$ cat config.mk
export PLATFORM = sky130hd
export DESIGN_NAME = div_arbiter
export DESIGN_NICKNAME = d
export VERILOG_FILES = /design/src/rtl/div_arbiter.sv
export SDC_FILE = /design/constraint.sdc
export NUM_CORES = 1
export LEC_CHECK = 0
export ABC_AREA = 1
export BUFFER_PORTS_ARGS = -buffer_cell sky130_fd_sc_hd__buf_2
export CAP_MARGIN = 25
export CORE_UTILIZATION = 43
export CTS_CLUSTER_SIZE = 10
export DETAILED_ROUTE_END_ITERATION = 8
export PLACE_DENSITY = 0.76
export SKIP_CTS_REPAIR_TIMING = 1
export SLEW_MARGIN = 0
export SYNTH_ARGS = -nofsm -noshare
export SYNTH_HDL_FRONTEND = slang
export SYNTH_SLANG_ARGS = --single-unit
export TNS_END_PERCENT = 10
$ cat constraint.sdc
create_clock -name clock -period 3.8 [get_ports clock]
set_input_delay 0.19 -clock clock [delete_from_list [all_inputs] [get_ports clock]]
set_output_delay 0.19 -clock clock [all_outputs]
set_load 0.1 [all_outputs]
$ cat src/rtl/div_arbiter.sv
// Round-robin arbiter sharing one sequential divider between two requesters.
// Divide-by-zero is answered directly without starting the divider.
module div_arbiter #(
   parameter int WIDTH       = 32,
   parameter int DIV_LATENCY = 33
) (
   input  logic             clock,
   input  logic             reset,
   input  logic             req0_valid,
   output logic             req0_ready,
   input  logic [WIDTH-1:0] req0_a,
   input  logic [WIDTH-1:0] req0_b,
   input  logic             req1_valid,
   output logic             req1_ready,
   input  logic [WIDTH-1:0] req1_a,
   input  logic [WIDTH-1:0] req1_b,
   output logic             resp_valid,
   output logic             resp_id,
   input  logic             resp_ready,
   output logic [WIDTH-1:0] resp_q,
   output logic [WIDTH-1:0] resp_r,
   output logic             resp_dz,
   output logic             busy,
   output logic             div_start,
   output logic [WIDTH-1:0] div_a,
   output logic [WIDTH-1:0] div_b,
   input  logic [WIDTH-1:0] div_q,
   input  logic [WIDTH-1:0] div_r
);

   localparam int CW = $clog2(DIV_LATENCY + 1);

   typedef enum logic [1:0] {
      IDLE,
      START,
      BUSY,
      DONE
   } state_t;

   state_t          state;
   logic            ptr;
   logic [CW-1:0]   cnt;
   logic            grant0;
   logic            grant1;
   logic            acc0;
   logic            acc1;
   logic [WIDTH-1:0] selA;
   logic [WIDTH-1:0] selB;

   // On a tie the pointer port wins; a lone requester always wins.
   assign grant0 = req0_valid & (~req1_valid | ~ptr);
   assign grant1 = req1_valid & (~req0_valid | ptr);

   assign req0_ready = ~reset & (state == IDLE) & grant0;
   assign req1_ready = ~reset & (state == IDLE) & grant1;

   assign acc0 = req0_valid & req0_ready;
   assign acc1 = req1_valid & req1_ready;

   assign selA = acc1 ? req1_a : req0_a;
   assign selB = acc1 ? req1_b : req0_b;

   assign busy = (state != IDLE);

   always_ff @(posedge clock or posedge reset) begin
      if (reset) begin
         state      <= IDLE;
         ptr        <= 1'b0;
         cnt        <= '0;
         div_start  <= 1'b0;
         div_a      <= '0;
         div_b      <= '0;
         resp_valid <= 1'b0;
         resp_id    <= 1'b0;
         resp_q     <= '0;
         resp_r     <= '0;
         resp_dz    <= 1'b0;
      end else begin
         unique case (state)
            IDLE: begin
               if (acc0 | acc1) begin
                  div_a   <= selA;
                  div_b   <= selB;
                  resp_id <= acc1;
                  if (selB == '0) begin
                     resp_q     <= '1;
                     resp_r     <= selA;
                     resp_dz    <= 1'b1;
                     resp_valid <= 1'b1;
                     state      <= DONE;
                  end else begin
                     div_start <= 1'b1;
                     state     <= START;
                  end
               end
            end
            START: begin
               div_start <= 1'b0;
               cnt       <= CW'(DIV_LATENCY - 1);
               state     <= BUSY;
            end
            BUSY: begin
               if (cnt == '0) begin
                  resp_q     <= div_q;
                  resp_r     <= div_r;
                  resp_dz    <= 1'b0;
                  resp_valid <= 1'b1;
                  state      <= DONE;
               end else begin
                  cnt <= cnt - CW'(1);
               end
            end
            DONE: begin
               if (resp_ready) begin
                  resp_valid <= 1'b0;
                  ptr        <= ~resp_id;
                  state      <= IDLE;
               end
            end
            default: state <= IDLE;
         endcase
      end
   end

endmodule

==> insert_results.sql <==
INSERT INTO impl_metrics (metric_group, metric, value, unit) VALUES
('run_status', 'result_of_the_run', 'complete, but fails checks', ''),
('run_status', 'violations', 'hold timing', ''),
('floorplanning', 'top_level_ports', '332', ''),
('timing', 'setup-tns-final', '0', 'ns'),
('final_layout', 'layout-area-overhead-vs-synth', '32.6', '%'),
('grt', 'antenna_found_initial', '1', ''),
('timing', 'layout_worst_path_cycle_share', '86.4', '%'),
('final_layout', 'final_layout_size_suffix_gt1_share', '34.0', '%'),
('grt', 'grt_start_max_net_pins', '115', ''),
('clocking', 'worst_setup_hold_path_clk_slew', '0.06', 'ns'),
('clocking', 'cts_inserted_buffers', '17', ''),
('timing', 'timing.fmax', '0.305', 'GHz'),
('setup_path', 'critical_path_required', '4.16', 'ns'),
('clocking', 'clk_latency', '0.42', 'ns'),
('placed_design', 'numPortBuffers', '331', ''),
('floorplanning', 'area_of_the_die', '0.0175', 'mm²'),
('floorplanning', 'placeableCoreArea', '0.0166', 'mm²'),
('grt', 'grt_usage', '26.1', '%'),
('setup_path', 'worst_setup_path_start_kind', 'register', ''),
('timing', 'grt_setup_unrepaired', 'no', ''),
('timing', 'timing_hold_violations_final', '29', ''),
('clocking', 'cts_root_buf', 'clkbuf_16', ''),
('clocking', 'htree_levels', '4', ''),
('detailed_routing', 'drt_wl_total', '22700', 'µm'),
('synth', 'syn_area', '0.00729', 'mm²'),
('clocking', 'tritoncts_clock_tree', 'done', ''),
('placed_design', 'hpwl', '16400', 'µm'),
('setup_path', 'timing_worst_setup_path_type', 'register to register', ''),
('floorplanning', 'start_util', '43.9', '%'),
('clocking', 'clk_path_buf_depth', '2', ''),
('timing', 'max-slew-margin-rel', '35.6', '%'),
('detailed_routing', 'drt_iter0_drc', '421', ''),
('run', 'drv.max_cap_violation_count', '0', ''),
('floorplanning', 'die_height', '132', 'µm'),
('synth', 'ys_seq_elements', '141', ''),
('timing', 'timing.final.setup_violations', '0', ''),
('synth', 'synth_seq_area_share', '48.4', '%'),
('timing', 'final.min_clock_period', '3.28', 'ns'),
('hold_path', 'worstHoldPathType', 'input port to async pin', ''),
('synth', 'ys.warnings.count', '0', ''),
('detailed_routing', 'drt_drc_violations_left', '0', ''),
('timing', 'post_route_worst_hold_slack', '-0.0508', 'ns'),
('synth', 'syn-mean-instance-area', '7.96', 'µm²'),
('detailed_routing', 'drt-wirelength-per-cell', '15.7', 'µm'),
('detailed_routing', 'vias', '7376', ''),
('placed_design', 'finalWeightedCongestion', '0.931', ''),
('grt', 'grt_pass1_wl', '35300', 'µm'),
('setup_path', 'worst_setup_end_kind', 'register', ''),
('final_layout', 'layout.filler_cells', '1530', ''),
('floorplanning', 'floorplan.die.width', '132', 'µm'),
('synth', 'syn_inst', '916', ''),
('detailed_routing', 'detail_route.first_pass.iterations', '6', ''),
('grt', 'overflow', '0', ''),
('detailed_routing', 'via_per_inst', '5.10', ''),
('clocking', 'cts_sinks', '141', ''),
('synth', 'mappedNetlistNets', '1120', ''),
('setup_path', 'worst_ep_arrival_time', '3.64', 'ns'),
('timing', 'max_slew_violation_total_from_the_final_report', '0', ''),
('setup_path', 'maximum_fanout_encountered_on_the_critical_timing_path', '65', ''),
('timing', 'worst-slew-pin-transition', '0.966', 'ns'),
('final_layout', 'fin_nets', '1419', ''),
('floorplanning', 'placement_rows', '47', ''),
('timing', 'skew', '0.00759', 'ns'),
('synth', 'synth.lib_cells_used.distinct', '29', ''),
('grt', 'first_global_vias', '6814', ''),
('detailed_routing', 'drt.antenna.violating_nets', '0', '');
[layer usage]
metal  track usage, %  share of wire [%]
met2             43.5                 50
met4             14.5                4.1
met5                0                  0
met3             4.84                6.2
met1             32.0                 40
[layout make-up]
cell class / count / area, µm² / share of cell area [%]
diodes: 1 / 2.50 / 0.0259
well taps: 220 / 275 / 2.85
clock inverters: 9 / 159 / 1.64
multi-input cells: 633 / 3170 / 32.8
flip-flops and latches: 141 / 3530 / 36.5
inverters: 76 / 290 / 3.00
clock buffers: 21 / 470 / 4.87
repair buffers: 346 / 1770 / 18.3
[per-stage QoR]
step | hold WS [ns] | utilization [%] | setup WS, ns | instances | instance area [µm²]
floorplan | 0.287 | - | 1.09 | 916 | 7290
global placement | 0.407 | 54.4 | 0.555 | 1415 | 9020
detailed placement | 0.420 | 54.4 | 0.536 | 1415 | 9020
CTS | -0.0299 | 58.2 | 0.500 | 1445 | 9650
global route | 0.00712 | 58.3 | 0.181 | 1447 | 9660
finish | -0.0508 | 58.3 | 0.517 | 1447 | 9660
[flip-flops by register name (all words and copies together) (netlist names)]
register    count
cnt             6
div_a          32
div_b          32
div_start       1
ptr             1
resp_dz         1
resp_id         1
resp_q         32
resp_r         32
resp_valid      1
state           2
[layout by cell type (no fill, tap or decap), types with 2 or more instances in the layout]
cell / Yosys / routed
a21oi_1: 4 / 4
buf_2: 15 / 331
buf_4: 3 / 14
bufinv_16: 0 / 4
clkbuf_16: 0 / 17
clkbuf_8: 0 / 3
clkinv_2: 0 / 2
clkinvlp_4: 0 / 2
dfrtp_1: 141 / 141
ha_1: 7 / 6
inv_1: 75 / 72
inv_2: 1 / 2
inv_6: 0 / 2
mux2i_1: 32 / 32
nand2_1: 320 / 319
nand2_2: 1 / 2
nand3_1: 6 / 5
nand4_1: 92 / 92
nor2_1: 19 / 19
o21ai_0: 102 / 102
o21ai_1: 6 / 6
o21bai_1: 2 / 2
o22ai_1: 2 / 2
or2_2: 33 / 33
[synth_stat cells, drive strengths merged]
master | instances | area [µm²]
a21oi | 4 | 20.0
a31oi | 1 | 6.26
buf | 24 | 158
clkbuf | 42 | 159
dfrtp | 141 | 3530
ha | 7 | 87.6
inv | 76 | 285
mux2i | 32 | 320
nand2 | 321 | 1210
nand3 | 7 | 47.6
nand3b | 1 | 7.51
nand4 | 92 | 576
nor2 | 20 | 91.3
nor3 | 1 | 5.00
nor3b | 1 | 7.51
nor4 | 1 | 6.26
o21ai | 108 | 541
o21bai | 2 | 15.0
o22ai | 2 | 12.5
or2 | 33 | 206
[worst max-delay path, cell delays in order (launching register included)]
cell	delay, ns
dfrtp_1	0.40
inv_1	0.12
ha_1	0.28
inv_2	0.11
nor2_8	0.10
nand3_4	0.31
buf_4	0.36
nand2_1	0.08
nand2_1	0.06
nand2_1	0.11
nor2_1	0.05
nand2_1	0.06
nor2_1	0.04
nand2_1	0.13
nand2_2	0.08
nand3_2	0.06
buf_4	0.56
nand2_1	0.14
nand2_1	0.09
[worst paths after layout]
check | start | endpoint | slack [ns] | depth (start not counted)
min in group clock | req1_a[18] | div_a[18] | 0.09 | 3
max | state[0] | resp_q[0] | 0.52 | 18
min reg2reg | resp_q[20] | resp_q[20] | 0.46 | 2
min | reset | ptr | -0.05 | 2
max in group asynchronous | reset | resp_q[16] | 2.97 | 3
max reg2reg | state[0] | resp_q[0] | 0.52 | 18
[cell families (layout without fill, tap and decap cells)]
family	count (synthesis)	count (layout)	synth area share (%)
buf+inv	142	452	8.26
fa+ha+maj	7	7	1.20
compound gates	117	117	8.16
simple gates	477	477	29.6
mux	32	32	4.40
flops	141	141	48.4
other cells	0	1	0
Power is not shown: default switching activity piles up to over one toggle a cycle in this logic, so the estimate is an artifact.
